[config.mk]
export PLATFORM = sky130hd
export DESIGN_NAME = keypad_scanner
export DESIGN_NICKNAME = d
export VERILOG_FILES = /design/src/rtl/keypad_scanner.sv
export SDC_FILE = /design/constraint.sdc
export NUM_CORES = 1
export LEC_CHECK = 0
export CORE_MARGIN = 8
export CORE_UTILIZATION = 57
export CTS_CLUSTER_SIZE = 12
export DETAILED_ROUTE_END_ITERATION = 6
export HOLD_SLACK_MARGIN = 0.06
export PLACE_DENSITY = 0.9
export SLEW_MARGIN = 20
export SYNTH_ARGS = -nofsm -noshare
export SYNTH_HDL_FRONTEND = slang
export SYNTH_SLANG_ARGS = --single-unit
[constraint.sdc]
create_clock -name scan_clk -period 4.6 [get_ports scan_clk]
set_clock_uncertainty 0.05 [all_clocks]
set_input_delay 1.15 -clock scan_clk [delete_from_list [all_inputs] [get_ports scan_clk]]
set_output_delay 1.15 -clock scan_clk [all_outputs]
set_load 0.02 [all_outputs]
[src/rtl/keypad_scanner.sv]
// keypad_scanner: 4x4 matrix keypad scanner with whole-scan debouncing.
// Drives one column low at a time, samples the synchronized rows once they
// have settled, classifies each full scan (none / single key / multiple
// keys) and reports a stable single press as a hex code plus a strobe.
// Optional feature macro: KEYPAD_SSEG_EN adds the registered sseg output
// carrying the active-low hex glyph of the held key.
module keypad_scanner #(
  parameter int SETTLE_CYCLES  = 4,
  parameter int DEBOUNCE_SCANS = 3
) (
  input  logic       scan_clk,
  input  logic       reset,
  input  logic [3:0] row,
  output logic [3:0] col,
  output logic [3:0] key_code,
  output logic       key_valid,
  output logic       key_held
`ifdef KEYPAD_SSEG_EN
  ,
  output logic [6:0] sseg
`endif
);

  localparam int SW = (SETTLE_CYCLES > 1) ? $clog2(SETTLE_CYCLES) : 1;
  localparam logic [SW-1:0] SETTLE_LAST = SW'(SETTLE_CYCLES - 1);
  localparam logic [3:0] DEB_MAX = 4'(DEBOUNCE_SCANS);

  typedef enum logic [1:0] {RES_NONE = 2'd0, RES_SINGLE = 2'd1, RES_MULTI = 2'd2} res_e;
  typedef enum logic {ST_IDLE = 1'b0, ST_PRESSED = 1'b1} state_e;

  // Pmod KYPD legend, indexed by {row, column}.
  function automatic logic [3:0] key_map(input logic [1:0] r, input logic [1:0] c);
    logic [3:0] code;
    case ({r, c})
      4'h0: code = 4'h1;  4'h1: code = 4'h2;  4'h2: code = 4'h3;  4'h3: code = 4'hA;
      4'h4: code = 4'h4;  4'h5: code = 4'h5;  4'h6: code = 4'h6;  4'h7: code = 4'hB;
      4'h8: code = 4'h7;  4'h9: code = 4'h8;  4'hA: code = 4'h9;  4'hB: code = 4'hC;
      4'hC: code = 4'h0;  4'hD: code = 4'hF;  4'hE: code = 4'hE;  4'hF: code = 4'hD;
      default: code = 4'h0;
    endcase
    return code;
  endfunction

  function automatic logic [2:0] hit_count(input logic [3:0] h);
    return 3'(h[0]) + 3'(h[1]) + 3'(h[2]) + 3'(h[3]);
  endfunction

  // Row index of a lone hit; only meaningful when exactly one bit is set.
  function automatic logic [1:0] hit_row(input logic [3:0] h);
    logic [1:0] r;
    case (h)
      4'b0010: r = 2'd1;
      4'b0100: r = 2'd2;
      4'b1000: r = 2'd3;
      default: r = 2'd0;
    endcase
    return r;
  endfunction

  logic [3:0]    sync1_r, sync2_r;
  logic [1:0]    col_idx_r;
  logic [SW-1:0] settle_r;
  logic [3:0]    col_r;
  logic [1:0]    acc_cnt_r;
  logic [3:0]    acc_code_r;
  res_e          prev_class_r;
  logic [3:0]    prev_code_r;
  logic [3:0]    stab_r;
  state_e        state_r, state_next_s;
  logic [3:0]    key_code_r, key_code_next_s;
  logic          key_valid_r, key_valid_next_s;
  logic          key_held_r, key_held_next_s;

  logic          sample_s, scan_done_s;
  logic [3:0]    hits_s;
  logic [2:0]    sample_cnt_s, total_cnt_s;
  logic [3:0]    sample_code_s, total_code_s;
  logic [1:0]    total_sat_s;
  res_e          res_class_s;
  logic          same_s;
  logic [3:0]    stab_next_s;

  // Two-flop synchronizer for the asynchronous, active-low rows.
  always_ff @(posedge scan_clk) begin
    if (reset) begin
      sync1_r <= 4'b1111;
      sync2_r <= 4'b1111;
    end else begin
      sync1_r <= row;
      sync2_r <= sync1_r;
    end
  end

  // Settle counter and rotating one-hot-low column drive.
  always_ff @(posedge scan_clk) begin
    if (reset) begin
      settle_r  <= '0;
      col_idx_r <= 2'd0;
      col_r     <= 4'b1110;
    end else if (sample_s) begin
      settle_r  <= '0;
      col_idx_r <= col_idx_r + 2'd1;
      col_r     <= {col_r[2:0], col_r[3]};
    end else begin
      settle_r  <= settle_r + SW'(1'b1);
    end
  end

  // Per-sample hit merge, scan classification and stability update.
  always_comb begin
    sample_s      = (settle_r == SETTLE_LAST);
    scan_done_s   = sample_s && (col_idx_r == 2'd3);
    hits_s        = ~sync2_r;
    sample_cnt_s  = hit_count(hits_s);
    sample_code_s = key_map(hit_row(hits_s), col_idx_r);
    total_cnt_s   = {1'b0, acc_cnt_r} + sample_cnt_s;
    if (total_cnt_s >= 3'd2) begin
      total_sat_s = 2'd2;
    end else begin
      total_sat_s = total_cnt_s[1:0];
    end
    if (acc_cnt_r == 2'd0) begin
      total_code_s = sample_code_s;
    end else begin
      total_code_s = acc_code_r;
    end
    case (total_sat_s)
      2'd0:    res_class_s = RES_NONE;
      2'd1:    res_class_s = RES_SINGLE;
      default: res_class_s = RES_MULTI;
    endcase
    same_s = (res_class_s == prev_class_r) &&
             ((res_class_s != RES_SINGLE) || (total_code_s == prev_code_r));
    if (!same_s) begin
      stab_next_s = 4'd1;
    end else if (stab_r >= DEB_MAX) begin
      stab_next_s = DEB_MAX;
    end else begin
      stab_next_s = stab_r + 4'd1;
    end
  end

  // Hit accumulator: merged on every sample, cleared when a scan completes.
  always_ff @(posedge scan_clk) begin
    if (reset) begin
      acc_cnt_r  <= 2'd0;
      acc_code_r <= 4'h0;
    end else if (scan_done_s) begin
      acc_cnt_r  <= 2'd0;
      acc_code_r <= 4'h0;
    end else if (sample_s) begin
      acc_cnt_r  <= total_sat_s;
      acc_code_r <= total_code_s;
    end else begin
      acc_cnt_r  <= acc_cnt_r;
      acc_code_r <= acc_code_r;
    end
  end

  // Previous scan result and stability count, updated once per scan.
  always_ff @(posedge scan_clk) begin
    if (reset) begin
      prev_class_r <= RES_NONE;
      prev_code_r  <= 4'h0;
      stab_r       <= 4'd0;
    end else if (scan_done_s) begin
      prev_class_r <= res_class_s;
      prev_code_r  <= total_code_s;
      stab_r       <= stab_next_s;
    end else begin
      prev_class_r <= prev_class_r;
      prev_code_r  <= prev_code_r;
      stab_r       <= stab_r;
    end
  end

  // Press/release FSM state and registered outputs.
  always_ff @(posedge scan_clk) begin
    if (reset) begin
      state_r     <= ST_IDLE;
      key_code_r  <= 4'h0;
      key_valid_r <= 1'b0;
      key_held_r  <= 1'b0;
    end else begin
      state_r     <= state_next_s;
      key_code_r  <= key_code_next_s;
      key_valid_r <= key_valid_next_s;
      key_held_r  <= key_held_next_s;
    end
  end

  // Next state: accept a stable single press from IDLE, a stable release from PRESSED.
  always_comb begin
    state_next_s     = state_r;
    key_code_next_s  = key_code_r;
    key_valid_next_s = 1'b0;
    key_held_next_s  = key_held_r;
    if (scan_done_s && (stab_next_s == DEB_MAX)) begin
      case (state_r)
        ST_IDLE: begin
          if (res_class_s == RES_SINGLE) begin
            state_next_s     = ST_PRESSED;
            key_code_next_s  = total_code_s;
            key_valid_next_s = 1'b1;
            key_held_next_s  = 1'b1;
          end else begin
            state_next_s = ST_IDLE;
          end
        end
        ST_PRESSED: begin
          if (res_class_s == RES_NONE) begin
            state_next_s    = ST_IDLE;
            key_held_next_s = 1'b0;
          end else begin
            state_next_s = ST_PRESSED;
          end
        end
        default: begin
          state_next_s    = ST_IDLE;
          key_held_next_s = 1'b0;
        end
      endcase
    end else begin
      state_next_s = state_r;
    end
  end

  assign col       = col_r;
  assign key_code  = key_code_r;
  assign key_valid = key_valid_r;
  assign key_held  = key_held_r;

`ifdef KEYPAD_SSEG_EN
  // Active-low {g,f,e,d,c,b,a} hex glyphs.
  function automatic logic [6:0] hex_glyph(input logic [3:0] v);
    logic [6:0] g;
    case (v)
      4'h0: g = 7'b1000000;  4'h1: g = 7'b1111001;  4'h2: g = 7'b0100100;  4'h3: g = 7'b0110000;
      4'h4: g = 7'b0011001;  4'h5: g = 7'b0010010;  4'h6: g = 7'b0000010;  4'h7: g = 7'b1111000;
      4'h8: g = 7'b0000000;  4'h9: g = 7'b0010000;  4'hA: g = 7'b0001000;  4'hB: g = 7'b0000011;
      4'hC: g = 7'b1000110;  4'hD: g = 7'b0100001;  4'hE: g = 7'b0000110;  4'hF: g = 7'b0001110;
      default: g = 7'b1111111;
    endcase
    return g;
  endfunction

  logic [6:0] sseg_r;

  // Glyph follows the held key in lockstep with key_held, blank otherwise.
  always_ff @(posedge scan_clk) begin
    if (reset) begin
      sseg_r <= 7'b1111111;
    end else if (key_held_next_s) begin
      sseg_r <= hex_glyph(key_code_next_s);
    end else begin
      sseg_r <= 7'b1111111;
    end
  end

  assign sseg = sseg_r;
`endif

endmodule
* After elaboration in Yosys (flattened, before gate mapping)
Memories as Yosys holds them, arrays and structs flattened.
Index checks and enable logic that the tools add are counted.
** Cells by class
- Add/subtract/negate cells :: 7
- Order comparisons :: 2
- Equal/unequal tests :: 13
- Muxes and demuxes :: 12
- Bitwise operators :: 3
- Reductions and logical operators :: 12
** Operators by type and width (count)
- 2-to-1 mux 4 bit :: 3
- equality test 4 x 2 -> 1 bit (second input constant) :: 2
- logical NOT 2 bit :: 3
- case mux 2 bit (3 select lines) :: 1
- AND reduction 3 bit :: 2
- adder 2 x 1 -> 2 bit (second input constant) :: 2
- adder 4 x 1 -> 4 bit (second input constant) :: 1
- equality test 2 x 1 -> 1 bit (second input constant) :: 2
- equality test 2 bit (second input constant) :: 2
- equality test 4 x 3 -> 1 bit (second input constant) :: 1
- equality test 4 bit :: 1
- equality test 4 bit (second input constant) :: 1
- >= comparator 4 x 2 -> 1 bit (second input constant) :: 1
- 2-to-1 mux 1 bit :: 4
- != test 2 x 1 -> 1 bit (second input constant) :: 2
- inverter 4 bit :: 1
- case mux 1 bit (2 select lines) :: 2
- case mux 2 bit (2 select lines) :: 1
- OR reduction 2 bit :: 2
- adder 2 x 1 -> 3 bit :: 1
- adder 2 x 3 -> 3 bit :: 1
- adder 3 x 1 -> 3 bit :: 1
- >= comparator 3 x 2 -> 1 bit (second input constant) :: 1
- logical AND 1 bit :: 3
- other kinds (7) :: 8
** Word-level totals
- Register bits after elaboration :: 39
- ROM bits :: 64
- Input port bits :: 6
- Output and inout bits :: 10
- Memories kept :: 1
** Memory list
- (no name shown) :: words 16, width 4, rd ports 1, clocked after memory_dff 0, write ports 0, RTL line 34 : case ({r, c})

* Logic depth before layout (Yosys ltp)
- Depth after elaboration :: 17
- Gate-level depth with buffers :: 12
- Depth with buffers taken out :: 11

* Worst setup path before layout
OpenSTA, ideal clock, no wires.
- Path type :: register to register
- Start :: register acc_cnt_r[0]
- End :: register key_code_r[0] (netlist: key_code[0])
- Library setup time :: 0.121 ns
- Data arrival time :: 3.497 ns
- Data required time :: 4.429 ns
- Slack :: 0.932 ns
- Stages on the path, launching flop included :: 13
- Period minus slack after synthesis :: 3.668 ns
- Path through :: dfxtp_1 -> inv_1 -> fa_1 -> inv_1 -> fa_1 -> fa_1 -> or4_1 -> a21oi_2 -> o21ai_2 -> nor4_1 -> and4_1 -> buf_6 -> mux2_4
** On the way
- Word-level cells in the longest chain between the ends :: 12
- Elaborated cells on any way between the ends :: 18
- Classes of those cells :: add/sub: 1; order compare: 1; eq/ne: 6; mux: 4; reduce/logical: 6
** RTL lines
- start, declared :: RTL line 64 : logic [1:0] acc_cnt_r;
- start signal, assigned :: RTL line 152 : acc_cnt_r <= total_sat_s;
- start signal, assigned :: RTL line 155 : acc_cnt_r <= acc_cnt_r;
- adder 2 x 3 -> 3 bit :: RTL line 116 : total_cnt_s = {1'b0, acc_cnt_r} + sample_cnt_s;
- >= comparator 3 x 2 -> 1 bit :: RTL line 117 : if (total_cnt_s >= 3'd2) begin
- 2-to-1 mux 2 bit :: RTL line 117
- equality test 2 x 1 -> 1 bit or logical NOT 2 bit (tied branches) :: RTL line 127 : case (total_sat_s)
- case mux 2 bit (2 select lines) :: RTL line 127
- != test 2 x 1 -> 1 bit :: RTL line 133 : ((res_class_s != RES_SINGLE) || (total_code_s == prev_code_r));
- logical OR 1 bit :: RTL line 133
- logical AND 1 bit :: RTL line 132 : same_s = (res_class_s == prev_class_r) &&
- 2-to-1 mux 4 bit :: RTL line 134 : if (!same_s) begin
- equality test 4 x 2 -> 1 bit :: RTL line 198 : if (scan_done_s && (stab_next_s == DEB_MAX)) begin
- logical AND 1 bit :: RTL line 198
- AND reduction 3 bit (no source line)
- end signal, assigned :: RTL line 186 : key_code_r <= key_code_next_s;
- end, declared :: RTL line 70 : logic [3:0] key_code_r, key_code_next_s;
Several ways; a longest one is shown, not always the timed one.
A chain may end at the register's enable or synchronous reset.

* Worst setup path in the final report
- Start :: register acc_cnt_r[0]
- End :: register key_code_r[3] (netlist: key_code[3])
The elaborated chain is that of the path after synthesis.

==> key figures <==
Power
  – Static Leak: 0.819 nW
  – P per Cell Area: 326 mW/mm2
  – Peak supply drop: 0.259 mV

Logic synthesis
  – Post-synth EDFFs: 0
  – Synthesized flop and latch total: 39
  – Mapped Cells: 197
  – Synth area leader: dfxtp_1
  – Most frequent cell after synthesis: dfxtp_1
  – Post-synthesis cell type count: 56
  – Sequential share of the synthesized area: 41.2%
  – Top cells by area, synth: dfxtp_1 (41%), nor2_1 (4.2%), ha_1 (3.3%)
  – Synth Flop Type: dfxtp_1
  – Post-Syn Area: 0.00190 mm2
  – Post-synth top area share: 41.2%
  – Top cells by count, synth: dfxtp_1 (39), nor2_1 (21), inv_1 (10)
  – Async S/R FF share, synth: 0%
  – Yosys warnings: 0
  – Net count after synthesis: 211
  – Mean Syn Cell Area: 9.62 um2

Worst setup path
  – Delay of the slowest critical-path stage: 0.56 ns
  – Setup crit start: acc_cnt_r[0]
  – CP Capture Type: flip-flop
  – Worst Reg2Reg Path Length in Cells: 11
  – Critical Path, Cell by Cell: inv_1, fa_1, inv_1, fa_1, fa_1, or4_1, a21oi_2, o21ai_2, nor4_1, and4_1, mux2_4
  – Worst setup SP type: flip-flop
  – Critical path class: flip-flop to flip-flop
  – R2R Path End: key_code[3]
  – Worst-path fanout max: 5
  – Critical path's slowest cell: or4_1
  – R2R Path Start: acc_cnt_r[0]
  – Most common cell on crit path: fa_1
  – Crit path DAT: 4.21 ns
  – Reg2reg setup slack: 0.59 ns
  – CP required: 4.81 ns

Routing
  – Vias: 1434
  – ANT nets after route: 0
  – Total Wirelength: 3670 um
  – DR vias/cell: 5.58
  – Routed length per instance: 14.3 um
  – Drt pass-1 iters: 4
  – DR DRC count: 0
  – DR iter-0 viols: 55

CTS
  – CTS Hold Bufs: 0
  – TritonCTS clock tree: yes
  – Later-pin clock latency in the skew report: 0.35 ns
  – Post-CTS setup buffers: 0
  – Post-cts sizing count: 0
  – Reg clk slew, reported paths: 0.12 ns
  – CTS max path bufs: 2
  – CTS H-tree lvls: 2
  – Num CTS Buffers: 5
  – Root Buffer: clkbuf_4
  – Clk sink count: 39

Global routing
  – M1 GR Usage: 18.5%
  – Tot GR Track Use: 15.3%
  – Met2 GRT Util: 24.8%
  – Busiest layer in global routing: met2
  – Initial antenna violation count: 0
  – Met3 usage: 4.37%
  – Vias in the first global route: 1397
  – Grt ovf: 0
  – Largest net degree at the start of global routing: 38
  – First-pass GRT wire length: 6500 um

Worst hold path
  – Hold Crit Endpoint: sync2_r[1]
  – Hold_sp: sync1_r[1]
  – Cells on Worst Hold Path: 1
  – Hold Path Class: flip-flop to flip-flop

Floorplanning
  – Die area: 0.00543 mm2
  – Die width: 73.7 um
  – Initial core utilization: 58.2%
  – Die Y: 73.7 um
  – Top-level port count: 16
  – Std cell rows: 21
  – Core ar.: 0.00326 mm2

STA
  – Fin. Hold Viols: 0
  – Slack of the critical path: 0.594 ns
  – Final period utilization: 87.1%
  – Max Fclk: 250 MHz
  – Worst-Margin Slew: 0.509 ns
  – Max_slew headroom: 66.0%
  – Tmin final: 4.01 ns
  – TNS Setup: 0 ns
  – Max-slew violation count: 0
  – Hold Slack: 0.371 ns
  – RSZ-0062 raised after global routing: false
  – Final Setup Violations: 0

Finish
  – Proportion of layout cells with a drive suffix above 1: 15.2%
  – Nets: 224
  – Fin util: 65.8%
  – Area grow syn2layout: 13.1%
  – N_diodes: 0
  – Layout Cells excl Fill: 257

Place
  – Half-perimeter wire length after detailed placement: 2570 um
  – Routability cong.: 0.902
  – DP Worst Slack: 0.646 ns
  – PortBufs: 15
  – Placed Cells incl. Taps: 249

Job
  – MaxCap Viol Count: 0

Outcome
  – Status: complete, no violations
per-layer routing:
layer | up-vias | wire length, um
met1 | 671 | 1660
met3 | 8 | 146
met5 | - | 0
met4 | 0 | 73
met2 | 35 | 1790
li1 | 720 | -
worst max-delay path by stage:
stage,cells after the start,to,slack (ns)
2_1_floorplan,12,key_code[0],0.93
3_3_place_gp,11,key_code[3],0.73
3_5_place_dp,11,key_code[0],0.65
4_1_cts,11,key_code[3],0.62
5_1_grt,11,key_code[3],0.38
6_report,11,key_code[3],0.59
critical path, delay by kind of cell, from the launching register on:
family | cells | cell delay [ns]
AOI/OAI and AO/OA | 2 | 0.25
adders and majority gates | 3 | 1.38
buffers and inverters | 2 | 0.13
and+or+nand+nor | 3 | 1.36
muxes | 1 | 0.33
DFF | 1 | 0.41
per-stage QoR:
stage          instance area, um2  total power, mW
3_3_place_gp                 2060            0.461
3_5_place_dp                 2060            0.465
6_report                     2140            0.699
2_1_floorplan                1900            0.440
4_1_cts                      2140            0.702
5_1_grt                      2140            0.727
logic make-up (layout without fill, tap and decap cells):
logic type | count (synthesis) | in the layout | synth area share, %
DFF | 39 | 39 | 41.2
and+or+nand+nor | 75 | 75 | 23.7
adders and majority gates | 8 | 8 | 6.47
xor gates and xnor gates | 5 | 5 | 2.31
muxes | 7 | 7 | 4.49
buffers and inverters | 21 | 35 | 5.21
AOI/OAI and AO/OA | 42 | 42 | 16.6
final cells by class:
type,instances,area [um2]
Tap cell,46,57.6
Sequential cell,39,781
Multi-Input combinational cell,137,1020
Clock inverter,2,35.0
Timing Repair Buffer,17,165
Fill cell,267,1110
Inverter,10,37.5
Clock buffer,6,51.3
sequential cells by signal (all words and copies together) (netlist names), named ones only:
| register | count |
|---|---|
| acc_cnt_r | 2 |
| acc_code_r | 4 |
| col | 4 |
| col_idx_r | 2 |
| key_code | 4 |
| key_held | 1 |
| key_valid | 1 |
| prev_class_r | 2 |
| prev_code_r | 4 |
| settle_r | 2 |
| stab_r | 4 |
| sync1_r | 4 |
| sync2_r | 4 |
power by group:
part | switching [mW] | internal (mW) | leakage [nW]
clock | 0.111 | 0.128 | 0.0482
sequential | 0.0106 | 0.349 | 0.317
combinational | 0.0553 | 0.0433 | 0.454
total | 0.177 | 0.521 | 0.819
layout by cell type (no fill, tap or decap), types with 2 or more instances in the layout:
cell	instances
xnor2_1	3
fa_1	3
nor2_1	21
a31oi_1	2
clkdlybuf4s50_1	15
ha_1	5
mux2i_1	4
a211o_1	4
dfxtp_1	39
o21ai_0	3
nand2b_1	4
a21oi_1	9
or2_2	9
a211oi_1	7
nand4_1	2
nand3b_1	2
nor4_1	2
inv_1	10
nand2_1	7
mux2_4	3
buf_4	2
nor2b_1	7
and2_1	4
o21bai_1	2
o31a_1	2
clkbuf_4	5
a311oi_1	2
nor3b_1	3
xor2_1	2
No activity file was read; power rests on OpenSTA's default activity.
